<file path="config.mk">
export PLATFORM = sky130hd
export DESIGN_NAME = writeback_stage
export DESIGN_NICKNAME = d
export VERILOG_FILES = /design/src/rtl/writeback_stage.sv
export SDC_FILE = /design/constraint.sdc
export NUM_CORES = 1
export LEC_CHECK = 0
export CORE_MARGIN = 3
export CORE_UTILIZATION = 39
export DETAILED_ROUTE_END_ITERATION = 12
export PLACE_DENSITY = 0.71
export SLEW_MARGIN = 20
export SYNTH_ARGS = -nofsm -noshare
export SYNTH_HDL_FRONTEND = slang
export SYNTH_SLANG_ARGS = --single-unit
</file>
<file path="constraint.sdc">
create_clock -name clk -period 3.1 [get_ports clk]
set_input_delay 0.465 -clock clk [delete_from_list [all_inputs] [get_ports clk]]
set_output_delay 0.465 -clock clk [all_outputs]
set_load 0.05 [all_outputs]
</file>
<file path="src/rtl/writeback_stage.sv">
`default_nettype none
// ============================================================================
// Module   : writeback_stage
// Purpose  : Pipeline writeback register plus a small output-port FIFO that
//            back-pressures the upstream stage when it cannot take a push.
// Revision : 1.0 - initial release
// ============================================================================
module writeback_stage #(
    parameter int OUT_DEPTH = 2,
    parameter int W         = 16
) (
    input  logic         clk,
    input  logic         reset,
    input  logic         reg_write_m,
    input  logic         clear_instruction_m,
    input  logic [1:0]   wb_sel_m,
    input  logic [W-1:0] alu_result_m,
    input  logic [W-1:0] mem_data_m,
    input  logic [W-1:0] inport_value,
    input  logic [2:0]   reg_write_address_m,
    input  logic         outport_enable_m,
    input  logic         outport_ready,
    output logic         reg_write_wb,
    output logic [2:0]   reg_write_address_from_wb,
    output logic [W-1:0] reg_write_data_from_wb,
    output logic [W-1:0] outport_data,
    output logic         outport_valid,
    output logic         stall_out,
    output logic [15:0]  retired_count
);

    localparam int c_ptr_w = (OUT_DEPTH > 1) ? $clog2(OUT_DEPTH) : 1;
    localparam int c_cnt_w = $clog2(OUT_DEPTH + 1);
    localparam logic [c_ptr_w-1:0] c_last_ptr   = c_ptr_w'(OUT_DEPTH - 1);
    localparam logic [c_cnt_w-1:0] c_full_count = c_cnt_w'(OUT_DEPTH);

    localparam logic [1:0] c_sel_alu = 2'b00;
    localparam logic [1:0] c_sel_mem = 2'b01;
    localparam logic [1:0] c_sel_in  = 2'b10;

    logic [W-1:0]       r_mem [OUT_DEPTH];
    logic [c_ptr_w-1:0] r_wr_ptr;
    logic [c_ptr_w-1:0] r_rd_ptr;
    logic [c_cnt_w-1:0] r_count;

    logic               r_reg_write;
    logic [2:0]         r_reg_addr;
    logic [W-1:0]       r_reg_data;
    logic [15:0]        r_retired;

    logic               w_fifo_full;
    logic               w_stall;
    logic               w_accept;
    logic               w_push;
    logic               w_pop;
    logic [W-1:0]       w_wb_data;

    assign w_fifo_full = (r_count == c_full_count);

    // A pop on the same edge frees the slot, so a full FIFO only stalls
    // when the consumer is not ready.
    assign w_stall  = outport_enable_m && !clear_instruction_m
                      && w_fifo_full && !outport_ready;
    assign w_accept = !clear_instruction_m && !w_stall;
    assign w_push   = outport_enable_m && w_accept;
    assign w_pop    = outport_valid && outport_ready;

    always_comb begin
        w_wb_data = alu_result_m;
        case (wb_sel_m)
            c_sel_alu: w_wb_data = alu_result_m;
            c_sel_mem: w_wb_data = mem_data_m;
            c_sel_in:  w_wb_data = inport_value;
            default:   w_wb_data = alu_result_m;
        endcase
    end

    always_ff @(posedge clk or posedge reset) begin
        if (reset) begin
            r_reg_write <= 1'b0;
            r_reg_addr  <= 3'd0;
            r_reg_data  <= '0;
            r_retired   <= 16'd0;
        end else begin
            r_reg_write <= reg_write_m && w_accept;
            if (w_accept) begin
                r_reg_addr <= reg_write_address_m;
                r_reg_data <= w_wb_data;
                r_retired  <= r_retired + 16'd1;
            end
        end
    end

    // Storage needs no reset: occupancy gates everything that reads it.
    always_ff @(posedge clk) begin
        if (w_push) begin
            r_mem[r_wr_ptr] <= alu_result_m;
        end
    end

    always_ff @(posedge clk or posedge reset) begin
        if (reset) begin
            r_wr_ptr <= '0;
            r_rd_ptr <= '0;
            r_count  <= '0;
        end else begin
            if (w_push) begin
                r_wr_ptr <= (r_wr_ptr == c_last_ptr) ? '0 : r_wr_ptr + c_ptr_w'(1);
            end
            if (w_pop) begin
                r_rd_ptr <= (r_rd_ptr == c_last_ptr) ? '0 : r_rd_ptr + c_ptr_w'(1);
            end
            case ({w_push, w_pop})
                2'b10:   r_count <= r_count + c_cnt_w'(1);
                2'b01:   r_count <= r_count - c_cnt_w'(1);
                default: r_count <= r_count;
            endcase
        end
    end

    assign outport_valid             = (r_count != '0);
    assign outport_data              = outport_valid ? r_mem[r_rd_ptr] : '0;
    assign stall_out                 = w_stall;
    assign reg_write_wb              = r_reg_write;
    assign reg_write_address_from_wb = r_reg_addr;
    assign reg_write_data_from_wb    = r_reg_data;
    assign retired_count             = r_retired;

endmodule
`default_nettype wire

</file>
* Word-level counts from Yosys, hierarchy flattened *
Memories as Yosys holds them, arrays and structs flattened.
Index checks and enable logic that the tools add are counted.

operators by class
  add/sub/neg operators = 5
  multiply operators = 0
  div/mod/pow operators = 0
  magnitude comparators = 0
  eq/ne operators = 5
  shift operators = 0
  mux-type cells = 7
  bitwise operators = 0
  reductions and logical operators = 12

operators with widths
  cell                                                                    count
  16-bit one-hot mux with 2 select lines                                  1
  16-bit by 1-bit adder with 16-bit output (second input constant)        1
  16-bit two-way mux                                                      1
  1-bit logical AND                                                       7
  2-bit equality test (second input constant)                             3
  2-bit by 1-bit equality test with 1-bit output (second input constant)  2
  1-bit two-way mux                                                       4
  2-bit one-hot mux with 2 select lines                                   1
  2-bit nonzero test                                                      2
  1-bit logical NOT                                                       3
  1-bit adder (second input constant)                                     2
  2-bit by 1-bit adder with 2-bit output (second input constant)          1
  2-bit by 1-bit subtractor with 2-bit output (second input constant)     1

storage, ports and cells
  register bits = 40
  latch bits = 0
  bits in writable memories = 32
  bits in read-only memories = 0
  bits of input ports = 59
  output and inout port bits = 54
  logic and storage cells = 37
  memories kept = 1

memories
  memory  depth  bits a word  read ports  clocked after memory_dff  write ports  line  text
  r_mem   2      16           1           0                         1            41    logic [W-1:0] r_mem [OUT_DEPTH];

* Logic depth before layout (Yosys ltp) *
Gate-level depths: netlist of run 1.

  depth after elaboration = 9
  mapped depth = 8
  gate-level depth less buffers = 6

* Worst setup path after synthesis of run 1 *
OpenSTA, ideal clock, no wires.

  kind = input -> output
  start = in outport_ready
  end = out stall_out
  arrival time = 2.094 ns
  data required time = 2.635 ns
  slack = 0.541 ns
  stages on the path = 2
  path buffers = 0
  cells stage by stage = or3b_2 > nor3b_1

on the way
  longest elaborated chain between the ends = 2

RTL lines
  element            line  text
  start, declared    22    input logic outport_ready,
  1-bit logical NOT  63    && w_fifo_full && !outport_ready;
  1-bit logical AND  63
  end, declared      28    output logic stall_out,

Every way passes these cells.

* Final worst setup path of run 1 *
  start = reg r_rd_ptr
  end = out outport_data[14]

on the way
  longest elaborated chain between the ends = 2

RTL lines
  element                 line  text
  start, declared         43    logic [c_ptr_w-1:0] r_rd_ptr;
  start signal, assigned  111   r_rd_ptr <= (r_rd_ptr == c_last_ptr) ? '0 : r_rd_ptr + c_ptr_w'(1);
  memory read 2 x 16 bit  n/a
  16-bit two-way mux      122   assign outport_data = outport_valid ? r_mem[r_rd_ptr] : '0;
  end, declared           26    output logic [W-1:0] outport_data,

Every way passes these cells.

==> metrics, run 1 <==
die width=roughly 97 um; final hold vios=0; Cells after Synth=274; GRT Total Usage=roughly 17%; GR Layer Usage met1=just under 20%; R2R setup slack=1300 ps; first-pass GRT wire length=12700 um; YS warnings=0; Yosys cell types=30; worst setup path category=reg -> out; DPL Wire Length=5740 um; clock buffer count from CTS=9; Hold Buf Count CTS=0; Final min period=approximately 2700 ps; hold_ws=482 ps; mapped cell area=0.00322 mm2; hold endpoint=retired_count[15]$_DFFE_PP0N_; drt drc=0; # IOs=113; clock sink count=72; GRT met2 Usage=about a third; post-synthesis sequential element count=72; Worst Path Required=2630 ps; Hold Path Depth=1; vias in the first global route=2514; Design Power=3.90 mW; clock root cell=clkbuf_8; PostCTS Resize Cnt=0; antenna violations before repair=0; sum of negative setup slack=0 ps; Avg Cell Area, Syn=11.8 um2; Critical Path AT=2190 ps; number of nets in the final layout=453; num rows=32; H-tree Lvls=3; DRT Pass-1 Iters=4; Startpoint Class=flip-flop; via count=2416; die height=a little under 100 um; layout cells sized above 1=8.61%; synth-to-layout area growth=44.1%; Core ar.=0.00789 mm2; worst-case clock buffer depth=2; peak clock frequency supported by timing=377 MHz; net count after synthesis=337; total wire length=7940 um; GR peak layer=met2; Worst Hold Class=reg -> reg; pwr dens=between 800 and 900 mW/mm2; outcome=complete, no violations; reg2reg end=r_count[1]$_DFFE_PP0P_; Hold Path Origin=retired_count[15]$_DFFE_PP0N_; largest net degree at the start of global routing=33; max_cap viols=0; GR met3 Demand/Resource=3.60%; max-slew violation count=0; TritonCTS clock tree=yes; critical path endpoint category=output pin; Reg2Reg Depth=5; Routed Antenna Nets=0; routed len/inst=16.0 um; period utilization=between 80% and 90%; drt initial violations=93; Max Clock Skew=6.52 ps; vias per inst=4.86; Worst Path Max Fanout=12; Filler Cells Inserted=678; Setup Buffers After CTS=0; slew margin rel.=46.0%; later-pin clock latency in the skew report=330 ps; Leakage=1.86 nW; remaining global-route overflow=0; # setup viols final=0; RSZ-0062 raised after global routing=no; Worst VDD drop=0.000610 V; Critical R2R Launch=r_count[0]$_DFFE_PP0P_; die area=around 0.0094 mm2; Seq/Total Area, Yosys=60.9%; n_diodes=0; IO buf count=112; initial core utilization=40.8%; Worst Max-Slew Pin Slew=804 ps; Clock Pin Slew Worst Setup and Hold Paths=70 ps; gpl congestion=0.786
-- flip-flops by register name, indices dropped and copies added, names as in the netlist --
name	count
reg_write_data_from_wb	16
r_count	2
r_wr_ptr	1
r_mem	32
reg_write_wb	1
reg_write_address_from_wb	3
r_rd_ptr	1
retired_count	16
-- logic make-up after synthesis --
kind of cell,Yosys count,synth area share (%)
AND/OR/NAND/NOR,95,13.9
flip-flops,72,60.9
AO/OA/AOI/OAI,48,9.64
XOR/XNOR,20,5.67
buffers and inverters,19,3.30
multiplexers,16,4.97
adder cells (fa/ha/maj),4,1.55
-- synth_stat cells --
library cell	number	area, um2
and4bb_4	1	16.3
or2_1	1	6.26
mux2i_1	16	160
nor3b_1	1	7.51
and2_1	2	12.5
a21oi_1	16	80.1
a22oi_1	16	120
xor2_1	4	35.0
nand3b_1	1	7.51
nor3_4	2	32.5
buf_6	4	45.0
and4_1	1	8.76
xnor2_1	15	131
ha_1	4	50.1
nand3_1	4	20.0
nand2_1	34	128
buf_2	4	20.0
o21ai_0	6	30.0
nor2b_1	1	6.26
xnor2_2	1	16.3
nand4_1	4	25.0
nor2_1	37	139
o21ai_2	8	70.1
and3_1	5	31.3
or3b_2	1	8.76
o21ai_1	2	10.0
clkbuf_1	6	22.5
inv_1	5	18.8
dfrtp_1	40	1000
edfxtp_1	32	961
-- metrics by stage --
stage	cell area [um2]	util (%)	setup WS, ps	std cells
after detailed placement	4430	56.2	694	481
final	4640	58.9	447	497
after CTS	4640	58.9	430	497
after floorplan	3220	-	541	274
after global routing	4640	58.9	356	497
after global placement	4430	56.2	706	481
-- layout make-up --
class	instances	area, um2	area share (%)
clock inverter	7	86.3	1.86
timing repair buffer	119	1170	25.2
sequential	72	1960	42.3
multi-input combinational	183	1150	24.8
inverter	5	18.8	0.404
clock buffer	9	124	2.67
tap	102	128	2.75
-- power breakdown --
group | internal, mW | total [mW] | leakage [nW] | switching, mW
Sequential | 1.17 | 1.31 | 0.805 | 0.134
Clock | 0.445 | 0.789 | 0.0980 | 0.344
Combinational | 0.639 | 1.81 | 0.956 | 1.17
Total | 2.26 | 3.90 | 1.86 | 1.65
-- cells in the final DEF, fill, tap and decap left out, types with 4 or more instances in the layout --
cell type        instances
nor2_1                  37
o21ai_0                  6
xor2_1                   4
nand3_1                  4
nand4_1                  4
nand2_1                 34
ha_1                     4
edfxtp_1                32
inv_1                    4
clkbuf_8                 9
and3_1                   5
buf_4                    8
dfrtp_1                 40
o21ai_2                  8
a21oi_1                 16
a22oi_1                 16
clkdlybuf4s50_1        111
xnor2_1                 15
clkinv_1                 4
mux2i_1                 16
-- routing by layer --
metal	vias up	wire, um	share of wire, %
met5	-	0	0
li1	1192	-	-
met3	10	362	4.6
met1	1154	3280	41
met2	60	4170	52
met4	0	128	1.6
-- how the worst max path moves through the flow --
stage,start,end,cells past startpoint
2_1_floorplan,outport_ready,stall_out,2
5_1_grt,r_rd_ptr$_DFFE_PP0P_,outport_data[11],4
3_3_place_gp,outport_ready,stall_out,4
6_report,r_rd_ptr$_DFFE_PP0P_,outport_data[14],4
3_5_place_dp,outport_ready,stall_out,4
4_1_cts,r_rd_ptr$_DFFE_PP0P_,outport_data[11],4
-- critical path, cell delays in order, from the launching register on --
cell and delay (ps):
dfrtp_1 500, buf_4 320, mux2i_1 110, nor2_1 110
clkdlybuf4s50_1 810
(Power assumes the default switching activity.)
==> run 2: changes to the inputs <==
--- a/config.mk
+++ b/config.mk
@@ -9,6 +9,7 @@
 export CORE_UTILIZATION = 39
 export DETAILED_ROUTE_END_ITERATION = 12
 export PLACE_DENSITY = 0.71
+export SKIP_LAST_GASP = 1
 export SLEW_MARGIN = 20
 export SYNTH_ARGS = -nofsm -noshare
 export SYNTH_HDL_FRONTEND = slang
==> results of run 2 <==
No change in the layout: final DEF, timing and power equal those of run 1.
